<file path="src/rtl/lr_loader.sv">
// lr_loader: packs an 8-bit byte stream into 32-bit RAM words.
// A load starts from a word address and runs for a byte count. Bytes fill the
// lanes of a word in order, and each completed or final partial word is written
// out with a per-lane write-enable strobe. Writes run at one byte per cycle,
// with no stall at word boundaries.
module lr_loader #(
   parameter bit BIG_ENDIAN = 1'b0
) (
   input  logic        clk,
   input  logic        reset,
   input  logic        start,
   input  logic [11:0] start_addr,
   input  logic [14:0] byte_len,
   input  logic [7:0]  in_data,
   input  logic        in_valid,
   output logic        in_ready,
   output logic [11:0] ram_waddr,
   output logic [31:0] ram_wdata,
   output logic [3:0]  ram_we,
   output logic        busy,
   output logic        done,
   output logic        wrap
);

   typedef enum logic [1:0] {
      IDLE = 2'd0,
      LOAD = 2'd1,
      DONE = 2'd2
   } state_t;

   state_t      state;
   state_t      state_nxt;

   // Load bookkeeping
   logic [14:0] remaining;
   logic [11:0] word_addr;
   logic [1:0]  lane;

   // Partial-word assembly
   logic [31:0] asm_data;
   logic [3:0]  asm_en;

   // Per-cycle decode
   logic        start_ok;
   logic        accept;
   logic        word_last;
   logic [1:0]  phys_lane;
   logic [31:0] merged_data;
   logic [3:0]  merged_en;

   // Logical lane (arrival order within a word) to physical byte lane.
   function automatic logic [1:0] map_lane(input logic [1:0] l);
      if (BIG_ENDIAN) begin
         return 2'd3 - l;
      end
      return l;
   endfunction

   // Position a byte in its physical lane of a 32-bit word.
   function automatic logic [31:0] place_byte(input logic [7:0] b, input logic [1:0] pl);
      return {24'd0, b} << {pl, 3'b000};
   endfunction

   // Enable bit of one physical lane.
   function automatic logic [3:0] lane_bit(input logic [1:0] pl);
      return 4'b0001 << pl;
   endfunction

   assign start_ok    = (state == IDLE) && start;
   assign accept      = in_valid && in_ready;
   assign word_last   = (lane == 2'd3) || (remaining == 15'd1);
   assign phys_lane   = map_lane(lane);
   assign merged_data = asm_data | place_byte(in_data, phys_lane);
   assign merged_en   = asm_en | lane_bit(phys_lane);

   // FSM state register
   always_ff @(posedge clk or posedge reset) begin
      if (reset) begin
         state <= IDLE;
      end else begin
         state <= state_nxt;
      end
   end

   // FSM next state. LOAD with nothing left to receive is the final strobe cycle.
   always_comb begin
      state_nxt = state;
      case (state)
         IDLE: begin
            if (start) begin
               state_nxt = (byte_len != 15'd0) ? LOAD : DONE;
            end
         end
         LOAD: begin
            if (remaining == 15'd0) begin
               state_nxt = DONE;
            end
         end
         DONE: begin
            state_nxt = IDLE;
         end
         default: begin
            state_nxt = IDLE;
         end
      endcase
   end

   // FSM outputs
   always_comb begin
      in_ready = 1'b0;
      busy     = 1'b0;
      done     = 1'b0;
      case (state)
         LOAD: begin
            busy     = 1'b1;
            in_ready = (remaining != 15'd0);
         end
         DONE: begin
            done = 1'b1;
         end
         default: begin
            in_ready = 1'b0;
         end
      endcase
   end

   // Remaining byte count and lane counter
   always_ff @(posedge clk or posedge reset) begin
      if (reset) begin
         remaining <= 15'd0;
         lane      <= 2'd0;
      end else if (start_ok) begin
         remaining <= byte_len;
         lane      <= 2'd0;
      end else if (accept) begin
         remaining <= remaining - 15'd1;
         lane      <= word_last ? 2'd0 : lane + 2'd1;
      end
   end

   // Word assembly. This clears on completion so the next byte can land in lane 0
   // in the very next cycle.
   always_ff @(posedge clk or posedge reset) begin
      if (reset) begin
         asm_data <= 32'd0;
         asm_en   <= 4'd0;
      end else if (start_ok) begin
         asm_data <= 32'd0;
         asm_en   <= 4'd0;
      end else if (accept) begin
         if (word_last) begin
            asm_data <= 32'd0;
            asm_en   <= 4'd0;
         end else begin
            asm_data <= merged_data;
            asm_en   <= merged_en;
         end
      end
   end

   // Registered RAM write port. The strobe lasts one cycle after the completing byte.
   always_ff @(posedge clk or posedge reset) begin
      if (reset) begin
         ram_we    <= 4'd0;
         ram_wdata <= 32'd0;
         ram_waddr <= 12'd0;
      end else begin
         ram_we <= 4'd0;
         if (!start_ok && accept && word_last) begin
            ram_we    <= merged_en;
            ram_wdata <= merged_data;
            ram_waddr <= word_addr;
         end
      end
   end

   // Word address, advanced modulo 4096 after each write
   always_ff @(posedge clk or posedge reset) begin
      if (reset) begin
         word_addr <= 12'd0;
      end else if (start_ok) begin
         word_addr <= start_addr;
      end else if (accept && word_last) begin
         word_addr <= word_addr + 12'd1;
      end
   end

   // Sticky wrap flag: set when the address steps past 0xFFF, cleared by the next start
   always_ff @(posedge clk or posedge reset) begin
      if (reset) begin
         wrap <= 1'b0;
      end else if (start_ok) begin
         wrap <= 1'b0;
      end else if (accept && word_last && (word_addr == 12'hFFF)) begin
         wrap <= 1'b1;
      end
   end

endmodule
</file>
<file path="config.mk">
export PLATFORM = sky130hd
export DESIGN_NAME = lr_loader
export DESIGN_NICKNAME = d
export VERILOG_FILES = /design/src/rtl/lr_loader.sv
export SDC_FILE = /design/constraint.sdc
export NUM_CORES = 1
export LEC_CHECK = 0
export ABC_CLOCK_PERIOD_IN_PS = 4600
export CAP_MARGIN = 25
export CORE_ASPECT_RATIO = 0.9
export CORE_MARGIN = 1.5
export CORE_UTILIZATION = 40
export CTS_CLUSTER_DIAMETER = 120
export DETAILED_ROUTE_END_ITERATION = 16
export PLACE_DENSITY = 0.71
export SLEW_MARGIN = 20
export SYNTH_ARGS = -nofsm -noshare
export SYNTH_HDL_FRONTEND = slang
export SYNTH_SLANG_ARGS = --single-unit
</file>
<file path="constraint.sdc">
create_clock -name clk -period 4.6 [get_ports clk]
set_input_delay 1.15 -clock clk [delete_from_list [all_inputs] [get_ports clk]]
set_output_delay 1.15 -clock clk [all_outputs]
set_load 0.01 [all_outputs]
</file>
==> results.cfg <==
[run_status]
status = finished clean

[synth]
async_flop_share_pct = 100
syn_area_um2 = 5280
yosys.area.top_type = dfrtp_1
synth-xor-area-share_pct = 0.830
synthCells = 556
ys_seq_area_share_pct = 55.0
synth.distinct_cells = 52
synth_compound_area_share_pct = 17.8
synthFlopType = dfrtp_1
synthSimpleGateAreaFrac_pct = 20.6
synth_mux_area_share_pct = 0
synth.top_cell.area_share_pct = 55.0
synth_area_leaders = dfrtp_1 55%, nand2_1 6.3%, o21ai_0 4.7%
synth_seq_cells = 116
synthesis.nets = 603
yosys_warnings = 0
synth_edf_count = 0
synth_top_family_by_area = simple AND/OR/NAND/NOR gates
syn_avg_cell_area_um2 = 9.49
synth_adder_area_share_pct = 1.90

[worst_setup_path]
rrSetupSlack_ns = 1.44
critical_path.top_delay_family = simple AND/OR/NAND/NOR gates
critPathLaunch = remaining[10]
arrival_ns = 2.56
critPathLaunchType = flip-flop
crit_path_max_incr_delay_ns = 0.59
slowest_stage = and4_1
r2r_end = ram_wdata[2]
crit_cells = 4
r2r_cells = 5
timing.rr.start = remaining[10]
critical_path_buf_inv_count = 1
path_max_fanout = 11
path_cells = nor4_4, and4_1, nor2_1, clkdlybuf4s50_1
setup.worst_path.end = in_ready
end_kind = primary output
worstSetupPathType = flip-flop to primary output
cp.required_ns = 3.45

[floorplan]
core_area_um2 = 12800
fp.dieH_um = 112
die_w_um = 124
rows = 39
die_area_um2 = 13900
io-pin-count = 91
start_util_pct = 41.3

[global_routing]
grtUsageMet3_pct = 5.28
antenna_found_initial = 0
grt_busiest_layer = met2
grt_start_max_net_pins = 66
grt_util_all_layers_pct = 20.6
grt_use_met2_pct = 31.5
grtUsageMet1_pct = 28.1
grt_pass1_wl_um = 22200
grt_overflow = 0
grt_pass1_vias = 4410

[timing]
rsz0062_at_grt = no
setup_viol = 0
worstMarginPinSlew_ns = 0.679
hold_viol_final = 0
maxSlewHeadroom_pct = 54.8
fin_crit_sh_pct = 80.8
setup_slack_ns = 0.885
period_needed_ns = 3.71
fmax_mhz = 269
finClkSkew_ns = 0.00974
slew_viol_final = 0
setup_tns_ns = 0

[cells_and_area]
layout_common_cells = 116 x dfrtp_1, 90 x clkdlybuf4s50_1, 88 x nand2_1
syn2layout_area_growth_pct = 31.9
final_common_cell = dfrtp_1
postLayoutCoreUtil_pct = 54.4
nets = 678
num_antenna_cells = 0
drive_gt1_share_pct = 7.31

[power_and_ir_drop]
ir_drop_uv = 318
p_leak_uw = 0.00304
power_density_nw_per_um2 = 728

[detailed_routing]
drt_iter0_markers = 488
wl_per_cell_um = 17.1
drcViolationCount = 0
routed_via_density = 5.69
via_count = 4595
ant_nets = 0
routed_wl_um = 13800
drt_first_pass_iters = 7

[worst_hold_path]
hp-class = flip-flop to flip-flop
min_path_cells = 2

[clock_tree]
cts.sinks = 116
clk_latency_ns = 0.41
cts_buffers = 17
cts_root_buf = clkbuf_16
cts_tree = done
clk_pin_slew_ns = 0.06
post_cts_buffers = 0
hold_buffers = 0
ctsResizeCount = 0
cts_max_level = 4
cts_buffer_depth = 2

[place]
hpwl_um = 8990
dpl_worst_slack_ns = 1.00
port_buffers = 90
gp_congestion = 0.863

[run]
drv_cap = 0
cell type report:
class | instances | area [um^2]
Timing Repair Buffer | 95 | 951
Clock buffer | 23 | 488
Tap cell | 164 | 205
Fill cell | 1083 | 5820
Inverter | 9 | 36.3
Clock inverter | 8 | 194
Sequential cell | 116 | 2900
Multi-Input combinational cell | 392 | 2180
report_power, final:
group	total (uW)	internal, uW	leakage [uW]	switching (uW)
Sequential	1810	1460	0.00149	352
Clock	1520	1070	0.000334	449
Combinational	1730	792	0.00122	939
Total	5060	3320	0.00304	1740
sequential cells by signal, indices dropped and copies added (netlist names):
signal,cells
asm_data,32
ram_waddr,12
remaining,15
ram_we,4
wrap,1
lane,2
ram_wdata,32
state,2
asm_en,4
word_addr,12
cell families (layout without fill, tap and decap cells):
| logic type | after synthesis | count (layout) |
|---|---|---|
| simple gates | 227 | 227 |
| xor+xnor | 5 | 5 |
| compound gates | 152 | 152 |
| fa+ha+maj | 8 | 8 |
| flops | 116 | 116 |
| buf+inv | 48 | 135 |
how the worst min path moves through the flow:
stage | startpoint | to | slack [ns]
final | ram_wdata[15] | ram_wdata[15] | 0.48
after global routing | ram_waddr[1] | ram_waddr[1] | 0.51
after detailed placement | ram_wdata[11] | ram_wdata[11] | 0.47
after floorplan | asm_en[3] | ram_we[3] | 0.45
after CTS | ram_wdata[11] | ram_wdata[11] | 0.48
after global placement | ram_waddr[5] | ram_waddr[5] | 0.46
cell usage after synthesis (all sizes together) (5+ instances only):
library cell and number:
dfrtp 116, nand2 89, nor2 61, o21ai 51, a21oi 48, a22oi 25, clkbuf 20, nand3 20
buf 19, nor4 13, inv 9, a221o 8, ha 8, nor3 8, or4 6, and3 5
nand4 5
worst reg2reg max path, stage by stage (launching register included):
cell and delay (ns):
dfrtp_1 0.47, nor4_4 0.53, nand4_1 0.57, nand3_2 0.65, buf_4 0.54, o21ai_0 0.25
through the flow:
| stage | cells | instance area [um^2] | total power, uW | hold WS (ns) |
|---|---|---|---|---|
| 3_5_place_dp | 776 | 6280 | 3530 | 0.471 |
| 4_1_cts | 807 | 6960 | 5090 | 0.483 |
| 3_3_place_gp | 776 | 6280 | 3450 | 0.460 |
| 6_report | 807 | 6960 | 5060 | 0.479 |
| 5_1_grt | 807 | 6960 | 5380 | 0.507 |
| 2_1_floorplan | 556 | 5280 | 2820 | 0.452 |
per-layer routing:
metal,vias to the layer above,wire length (um)
met5,-,0
met4,0,273
met3,34,907
met2,207,6490
met1,2223,6150
li1,2131,-
Power figures use the tool's default switching activity.
